===== src/rtl/hazard_scoreboard.sv =====
// Decode-stage hazard scoreboard: fixed-latency tag pipeline plus per-register
// outstanding counters for variable-latency writers. Optional macro: HAZARD_SCOREBOARD_FWD_EN.
module hazard_scoreboard #(
  parameter int NUM_REGS = 32,
  parameter int REG_W    = 5,
  parameter int DEPTH    = 3,
  parameter int CNT_W    = 2
) (
  input  logic                Clk,
  input  logic                Rst,
  input  logic                pipe_advance,
  input  logic                issue_valid,
  input  logic [REG_W-1:0]    issue_rs,
  input  logic                issue_rs_use,
  input  logic [REG_W-1:0]    issue_rt,
  input  logic                issue_rt_use,
  input  logic [REG_W-1:0]    issue_rd,
  input  logic                issue_regwrite,
  input  logic                issue_long,
  input  logic                issue_abuf,
  input  logic                all_buf_flags,
  input  logic                flush,
  input  logic                long_done,
  input  logic [REG_W-1:0]    long_done_rd,
  output logic                stall,
  output logic                issue_accept,
  output logic [NUM_REGS-1:0] busy,
  output logic                err_underflow
);

  localparam int SUM_W = CNT_W + $clog2(DEPTH + 1);
  localparam logic [CNT_W-1:0] CNT_MAX = {CNT_W{1'b1}};

  logic [DEPTH-1:0] tag_valid_q, tag_valid_d;
  logic [DEPTH-1:0] tag_long_q,  tag_long_d;
  logic [REG_W-1:0] tag_rd_q [DEPTH];
  logic [REG_W-1:0] tag_rd_d [DEPTH];
  logic [CNT_W-1:0] cnt_q [NUM_REGS];
  logic [CNT_W-1:0] cnt_d [NUM_REGS];
  logic             err_q, err_d;

  logic             haz_rs_s, haz_rt_s, ovf_guard_s;
  logic [SUM_W-1:0] long_sum_s;
  logic [DEPTH-1:0] valid_src_s;
  logic             load_s, exit_long_s;
  logic [REG_W-1:0] exit_rd_s;

  // Source hazards and the outstanding-long overflow guard for the decode instruction
  always_comb begin
    haz_rs_s   = 1'b0;
    haz_rt_s   = 1'b0;
    long_sum_s = SUM_W'(cnt_q[issue_rd]);
    for (int k = 0; k < DEPTH; k++) begin
      logic fwd_skip;
      fwd_skip = 1'b0;
`ifdef HAZARD_SCOREBOARD_FWD_EN
      // The oldest fixed-latency result is forwarded, so it never blocks a reader.
      fwd_skip = (k == DEPTH - 1) && !tag_long_q[k];
`endif
      if (tag_valid_q[k] && !fwd_skip) begin
        if (tag_rd_q[k] == issue_rs) haz_rs_s = 1'b1;
        else                         haz_rs_s = haz_rs_s;
        if (tag_rd_q[k] == issue_rt) haz_rt_s = 1'b1;
        else                         haz_rt_s = haz_rt_s;
      end else begin
        haz_rs_s = haz_rs_s;
      end
      if (tag_valid_q[k] && tag_long_q[k] && (tag_rd_q[k] == issue_rd)) begin
        long_sum_s = long_sum_s + SUM_W'(1);
      end else begin
        long_sum_s = long_sum_s;
      end
    end
    if (cnt_q[issue_rs] != '0) haz_rs_s = 1'b1;
    else                       haz_rs_s = haz_rs_s;
    if (cnt_q[issue_rt] != '0) haz_rt_s = 1'b1;
    else                       haz_rt_s = haz_rt_s;
    if (issue_rs == '0) haz_rs_s = 1'b0;
    else                haz_rs_s = haz_rs_s;
    if (issue_rt == '0) haz_rt_s = 1'b0;
    else                haz_rt_s = haz_rt_s;
    ovf_guard_s = issue_long && issue_regwrite && (issue_rd != '0) &&
                  (long_sum_s >= SUM_W'(CNT_MAX));
  end

  assign stall = issue_valid && ((issue_rs_use && haz_rs_s) ||
                                 (issue_rt_use && haz_rt_s) ||
                                 (issue_abuf && !all_buf_flags) ||
                                 ovf_guard_s);
  assign issue_accept = issue_valid && pipe_advance && !stall;

  // Tag pipeline next state; a flushed stage-0 entry is dropped before it can shift
  always_comb begin
    valid_src_s    = tag_valid_q;
    valid_src_s[0] = tag_valid_q[0] && !flush;
    load_s         = issue_accept && issue_regwrite && (issue_rd != '0);
    tag_valid_d    = valid_src_s;
    tag_long_d     = tag_long_q;
    for (int k = 0; k < DEPTH; k++) tag_rd_d[k] = tag_rd_q[k];
    exit_long_s = pipe_advance && valid_src_s[DEPTH-1] && tag_long_q[DEPTH-1];
    exit_rd_s   = tag_rd_q[DEPTH-1];
    if (pipe_advance) begin
      for (int k = DEPTH - 1; k >= 1; k--) begin
        tag_valid_d[k] = valid_src_s[k-1];
        tag_long_d[k]  = tag_long_q[k-1];
        tag_rd_d[k]    = tag_rd_q[k-1];
      end
      tag_valid_d[0] = load_s;
      tag_long_d[0]  = load_s && issue_long;
      tag_rd_d[0]    = load_s ? issue_rd : '0;
    end else begin
      tag_valid_d = valid_src_s;
    end
  end

  // Outstanding counters; a simultaneous exit and retire on one register cancel out
  always_comb begin
    err_d = err_q;
    for (int r = 0; r < NUM_REGS; r++) begin
      logic inc, dec;
      inc      = exit_long_s && (exit_rd_s == REG_W'(r));
      dec      = long_done && (long_done_rd == REG_W'(r)) && (r != 0);
      cnt_d[r] = cnt_q[r];
      if (inc && !dec) begin
        if (cnt_q[r] != CNT_MAX) cnt_d[r] = cnt_q[r] + CNT_W'(1);
        else                     cnt_d[r] = cnt_q[r];
      end else if (dec && !inc) begin
        if (cnt_q[r] == '0) err_d    = 1'b1;
        else                cnt_d[r] = cnt_q[r] - CNT_W'(1);
      end else begin
        cnt_d[r] = cnt_q[r];
      end
    end
  end

  // Per-register pending view: any in-flight tag or a nonzero counter
  always_comb begin
    busy = '0;
    for (int r = 1; r < NUM_REGS; r++) begin
      busy[r] = (cnt_q[r] != '0);
      for (int k = 0; k < DEPTH; k++) begin
        if (tag_valid_q[k] && (tag_rd_q[k] == REG_W'(r))) busy[r] = 1'b1;
        else                                               busy[r] = busy[r];
      end
    end
  end

  assign err_underflow = err_q;

  // State registers with synchronous reset
  always_ff @(posedge Clk) begin
    if (Rst) begin
      tag_valid_q <= '0;
      tag_long_q  <= '0;
      for (int k = 0; k < DEPTH; k++) tag_rd_q[k] <= '0;
      for (int r = 0; r < NUM_REGS; r++) cnt_q[r] <= '0;
      err_q <= 1'b0;
    end else begin
      tag_valid_q <= tag_valid_d;
      tag_long_q  <= tag_long_d;
      for (int k = 0; k < DEPTH; k++) tag_rd_q[k] <= tag_rd_d[k];
      for (int r = 0; r < NUM_REGS; r++) cnt_q[r] <= cnt_d[r];
      err_q <= err_d;
    end
  end

endmodule


===== config.mk =====
export PLATFORM = sky130hd
export DESIGN_NAME = hazard_scoreboard
export DESIGN_NICKNAME = d
export VERILOG_FILES = /design/src/rtl/hazard_scoreboard.sv
export SDC_FILE = /design/constraint.sdc
export NUM_CORES = 1
export LEC_CHECK = 0
export CAP_MARGIN = 10
export CORE_MARGIN = 2
export CORE_UTILIZATION = 25
export DETAILED_ROUTE_END_ITERATION = 16
export HOLD_SLACK_MARGIN = 0.02
export PLACE_DENSITY = 0.47
export SLEW_MARGIN = 20
export SYNTH_ARGS = -nofsm -noshare
export SYNTH_HDL_FRONTEND = slang
export SYNTH_SLANG_ARGS = --single-unit
export TNS_END_PERCENT = 50

===== constraint.sdc =====
create_clock -name Clk -period 5.57 [get_ports Clk]
set_input_delay 1.114 -clock Clk [delete_from_list [all_inputs] [get_ports Clk]]
set_output_delay 1.114 -clock Clk [all_outputs]
set_load 0.005 [all_outputs]

After elaboration in Yosys (flattened, before gate mapping)
Memory sizes are Yosys's and may differ from the RTL's.
Index checks and enable logic that the tools add are counted.
{"block": "totals", "wordCells": 1020, "in_bits": 32, "regBits": 7, "ramBits": 79, "n_memories": 2}
{"block": "classes", "n_reduce_logical": 375, "bitwise_logic": 35, "muxes": 372, "order_cmp": 1, "n_addsub": 66, "eq_ne": 165}
{"name": "cnt_q", "words": 32, "word_bits": 2, "read_ports": 35, "rd_clocked_by_memory_dff": 0, "wr": 32, "line": "38", "text": "logic [CNT_W-1:0] cnt_q [NUM_REGS];"}
{"name": "tag_rd_q", "words": 3, "word_bits": 5, "read_ports": 3, "rd_clocked_by_memory_dff": 0, "wr": 3, "line": "36", "text": "logic [REG_W-1:0] tag_rd_q [DEPTH];"}
{"op": "equality test 5 bit (second input constant)", "n": 64}
{"op": "2-to-1 mux 2 bit", "n": 158}
{"op": "logical AND 1 bit", "n": 239}
{"op": "2-to-1 mux 1 bit", "n": 206}
{"op": "equality test 5 x 4 -> 1 bit (second input constant)", "n": 32}
{"op": "equality test 5 x 3 -> 1 bit (second input constant)", "n": 16}
{"op": "nonzero test 2 bit", "n": 33}
{"op": "logical NOT 1 bit", "n": 65}
{"op": "adder 2 x 1 -> 2 bit (second input constant)", "n": 32}
{"op": "!= test 2 bit (second input constant)", "n": 32}
{"op": "logical NOT 2 bit", "n": 31}
{"op": "subtractor 2 x 1 -> 2 bit (second input constant)", "n": 31}
{"op": "equality test 5 bit", "n": 9}
{"op": "equality test 5 x 2 -> 1 bit (second input constant)", "n": 8}
{"op": "bitwise OR 1 bit", "n": 35}
{"op": "equality test 5 x 1 -> 1 bit (second input constant)", "n": 4}
{"op": "2-to-1 mux 5 bit", "n": 4}
{"op": "logical NOT 5 bit", "n": 3}
{"op": "2-to-1 mux 15 bit", "n": 1}
{"op": "adder 4 x 1 -> 4 bit (second input constant)", "n": 2}
{"op": "2-to-1 mux 4 bit", "n": 2}
{"op": "nonzero test 5 bit", "n": 1}
{"op": "greater-or-equal comparator 4 x 2 -> 1 bit (second input constant)", "n": 1}
{"op": "adder 2 x 1 -> 3 bit (second input constant)", "n": 1}
{"op": "2 further kinds", "n": 4}

Longest topological paths before layout
{"block": "depth", "word_depth": 97, "ltp_mapped": 20, "depth_no_buf": 17}

Worst setup path after synthesis
Ideal clock, no wire load.
{"block": "synth_path", "kind": "input to output", "start": "input port issue_rd[2]", "end": "output port issue_accept", "t_required_ps": 4456, "setup_slack_ps": -182, "path_stages": 16, "arrival_time_ps": 4638, "cell_sequence": "buf_4 > mux4_2 > mux4_2 > mux2i_4 > inv_2 > ha_1 > nor2_1 > a21oi_1 > ha_1 > mux2_2 > ha_1 > nand2_1 > a211o_1 > o311a_1 > o21a_1 > and4_1"}
{"block": "synth_via", "elab_chain_len": 13, "word_cells_on_any_way": 21, "classes_between": "3 x add/sub; 1 x order compare; 3 x eq/ne; 3 x mux; 10 x reduce/logical; 1 x memory"}
{"item": "start: declaration", "line": "17", "text": "input logic [REG_W-1:0] issue_rd,"}
{"item": "memory (32 x 2 bit) / equality test 5 bit (equally long branches)"}
{"item": "adder 2 x 1 -> 3 bit / logical AND 1 bit (equally long branches)", "line": "69, 68"}
{"item": "2-to-1 mux 3 bit", "line": "68", "text": "if (tag_valid_q[k] && tag_long_q[k] && (tag_rd_q[k] == issue_rd)) begin"}
{"item": "adder 4 x 1 -> 4 bit", "line": "69", "text": "long_sum_s = long_sum_s + SUM_W'(1);"}
{"item": "2-to-1 mux 4 bit", "line": "68"}
{"item": "adder 4 x 1 -> 4 bit", "line": "69"}
{"item": "2-to-1 mux 4 bit", "line": "68"}
{"item": "greater-or-equal comparator 4 x 2 -> 1 bit", "line": "83", "text": "(long_sum_s >= SUM_W'(CNT_MAX));"}
{"item": "logical AND 1 bit *", "line": "82", "text": "ovf_guard_s = issue_long && issue_regwrite && (issue_rd != '0) &&"}
{"item": "logical OR 1 bit *", "line": "88", "text": "(issue_abuf && !all_buf_flags) ||"}
{"item": "logical AND 1 bit *", "line": "86", "text": "assign stall = issue_valid && ((issue_rs_use && haz_rs_s) ||"}
{"item": "logical NOT 1 bit *", "line": "90", "text": "assign issue_accept = issue_valid && pipe_advance && !stall;"}
{"item": "logical AND 1 bit *", "line": "90"}
{"item": "end: declaration", "line": "26", "text": "output logic issue_accept,"}
Mark *: on every way between the ends. The rest lies on a longest branch, timed or not.

Final worst setup path
Same ends and word-level chain as after synthesis.

==> metrics.md <==
| Metric | Value |
|---|---|
| Worst slew pin tran | 1030 ps |
| Synth area leader | dfxtp_1 |
| CTS tree | done |
| H-tree depth | 3 |
| Top cell type's share of synthesized area | 20.8% |
| Final slew viol count | 0 |
| Final Skew | 10.9 ps |
| Final Hold Viols | 0 |
| Max FO, Critical Path | 5 |
| Initial Util | 25.4% |
| Rel. slew slack | 30.6% |
| Via density per instance | 5.17 |
| PD cells | 149 mW/mm^2 |
| Congestion Overflow GR | 0 |
| Ys Warns | 0 |
| Clock slew at reported path FFs | 60 ps |
| CTS Buffer Depth | 2 |
| Critical R2R Capture | tag_valid_q[0] |
| Total die area | 0.0346 mm^2 |
| Worst Path Required | 4460 ps |
| Crit end category | primary output |
| Worst skew pair latency | 360 ps |
| Most frequent cells in the layout | 146 x nor2_1, 127 x nand2_1, 86 x dfxtp_1 |
| Hold wc startpoint | tag_long_q[0] |
| Hold WC Path Type | flip-flop to flip-flop |
| Sink Count | 86 |
| Static leakage | 4.10 nW |
| Syn_nets | 1,225 |
| RSZ-0062 raised after global routing | true |
| Antenna-violating nets left | 0 |
| EDFF count, synth | 0 |
| Failing checks | setup timing |
| Period utilisation layout | 106% |
| Final WL | 33.4 mm |
| Min-Delay Endpoint | tag_long_q[0] |
| First-pass GRT wire length | 49.4 mm |
| Cell variety after synth | 54 |
| Setup violations, final | 2 |
| Area contributors post-synth | dfxtp_1 21%, ha_1 10%, mux4_2 7.6%, nor2_1 6.7%, nand2_1 5.8% |
| Maxcap violations | 0 |
| Syn Area/Cell | 7.34 um^2 |
| I/O Buffers | 65 |
| Number of remaining DRC errors | 0 |
| Final Util | 31.0% |
| Area growth, synth to finish | 21.9% |
| Worst R2R Path Depth | 16 |
| Placed wire-length estimate | 26.7 mm |
| Placer's final routability congestion estimate | 0.956 |
| Post-placement cell count | 1,625 |
| DR iter-0 viols | 891 |
| R2r startpoint | cnt_q[0][0] |
| Total Routing Usage GR | 19.5% |
| Fin Hold WS | 521 ps |
| Final cell count without fillers | 1,648 |
| Setup crit start kind | input pin |
| WL/cell | 20.3 um |
| Initial antenna violation count | 1 |
| Pre-CTS WS | -1240 ps |
| Core ar. | 0.0325 mm^2 |
| Setup WS post-layout | -345 ps |
| Cell Rows | 66 |
| Ys flop type | dfxtp_1 |
| Maximum clock frequency | 169 MHz |
| Number of synthesized register bits | 86 |
| Vias | 8,527 |
| Cts bufs inserted | 9 |
| IO Pins | 67 |
| Crit path time final | 5920 ps |
| Hold Crit Depth | 2 |
| Drt pass-1 iters | 6 |
| Critical path class | input pin to primary output |
| Async S/R FF share, synth | 0% |
| Vias in the first global route | 7,936 |
| Syn Std Cell Area | 0.00828 mm^2 |
| Post-placement cell area | 0.00966 mm^2 |
| R2R setup slack | 1450 ps |
| Cells after Synth | 1,127 |
| Leading cell type in the layout, fill and taps excluded | nor2_1 |
| Ratio of cells with drive above 1 in the final layout | 10.6% |
| Status | finished with violations |
| Arrival time worst endpoint | 4800 ps |
| Seq/Total Area, Yosys | 20.8% |
| CTS root buf | clkbuf_16 |
| Die height | 186 um |
| Worst vdd ir | 0.143 mV |
| Final Net Count | 1,298 |
| Pin count of the biggest net entering global routing | 52 |
| Die X-Extent | 186 um |
| Post-layout instance area | 0.0101 mm^2 |
critical path: stages:
cell and delay [ps]:
buf_8 80, buf_12 110, mux4_2 490, mux4_2 520, mux2i_4 240, inv_2 90
ha_4 270, nor2_2 30, a21oi_2 130, ha_1 260, mux2_4 290, ha_4 260
nand2_2 40, a211o_1 230, o311a_1 150, o21a_1 190, and4_1 160, buf_2 120
worst max path at each step:
stage	endpoint	slack, ps	cells past startpoint	start
floorplan	issue_accept	-40	16	issue_rd[2]
global placement	stall	-1190	18	issue_rd[2]
detailed placement	stall	-1240	18	issue_rd[2]
CTS	issue_accept	-340	18	issue_rd[2]
global route	issue_accept	-460	18	issue_rd[2]
finish	issue_accept	-350	18	issue_rd[2]
metal layers:
metal	vias up	GRT usage (%)	share of wire (%)
li1	4058	-	-
met1	4077	25.7	44
met2	324	31.5	45
met3	66	3.46	6.9
met4	2	7.97	4.0
met5	-	1.04	0.13
cell type report:
cell class | count | area (um^2)
fill | 3549 | 22500
multi-input combinational | 901 | 6060
sequential | 86 | 1720
timing repair buffer | 126 | 1140
tap | 442 | 553
inverter | 76 | 285
clock buffer | 11 | 243
clock inverter | 5 | 81.3
antenna | 1 | 2.50
synth_stat cells (all sizes together) (5+ instances only):
library cell and n:
o22ai 7, inv 75, clkbuf 46, xnor2 16, nand2 128, a21o 27
ha 66, nor3 43, a21oi 66, buf 18, nand4 12, nand3b 31
and2 6, xor2 33, nor2b 41, nand3 45, dfxtp 86, nor4 12
a22oi 34, nor2 147, nand2b 24, mux2i 25, o41ai 6, and3 5
mux2 9, mux4 28, o21ai 62
cell families after synthesis:
family          synth area share (%)
buf+inv                         6.65
simple gates                    28.7
mux                             12.0
compound gates                  16.6
flops                           20.8
fa+ha+maj                       9.98
other cells                   0.0453
xor+xnor                        5.19
power by group:
part | total, mW | switching, mW | leakage [nW] | internal [mW]
combinational | 0.192 | 0.104 | 3.25 | 0.0884
clock | 0.685 | 0.278 | 0.156 | 0.407
sequential | 0.622 | 0.00454 | 0.693 | 0.617
metrics by stage:
| step | setup TNS (ps) | power (mW) |
|---|---|---|
| 6_report | -654 | 1.50 |
| 5_1_grt | -919 | 1.55 |
| 4_1_cts | -670 | 1.51 |
| 3_5_place_dp | -2450 | 0.819 |
| 3_3_place_gp | -2360 | 0.818 |
| 2_1_floorplan | -56.0 | 0.741 |
registers in the layout, indices dropped and copies added, names as in the netlist:
register / flops
cnt_q: 64
err_underflow: 1
tag_long_q: 3
tag_rd_q: 15
tag_valid_q: 3
what timing repair did:
action	4_1_cts	5_1_grt
cloned	1	0
hold buffers	0	0
pin swaps	6	4
gates resized for setup	22	3
setup buffers	3	2
endpoints found under the setup margin	2	2
Power figures use the tool's default switching activity.
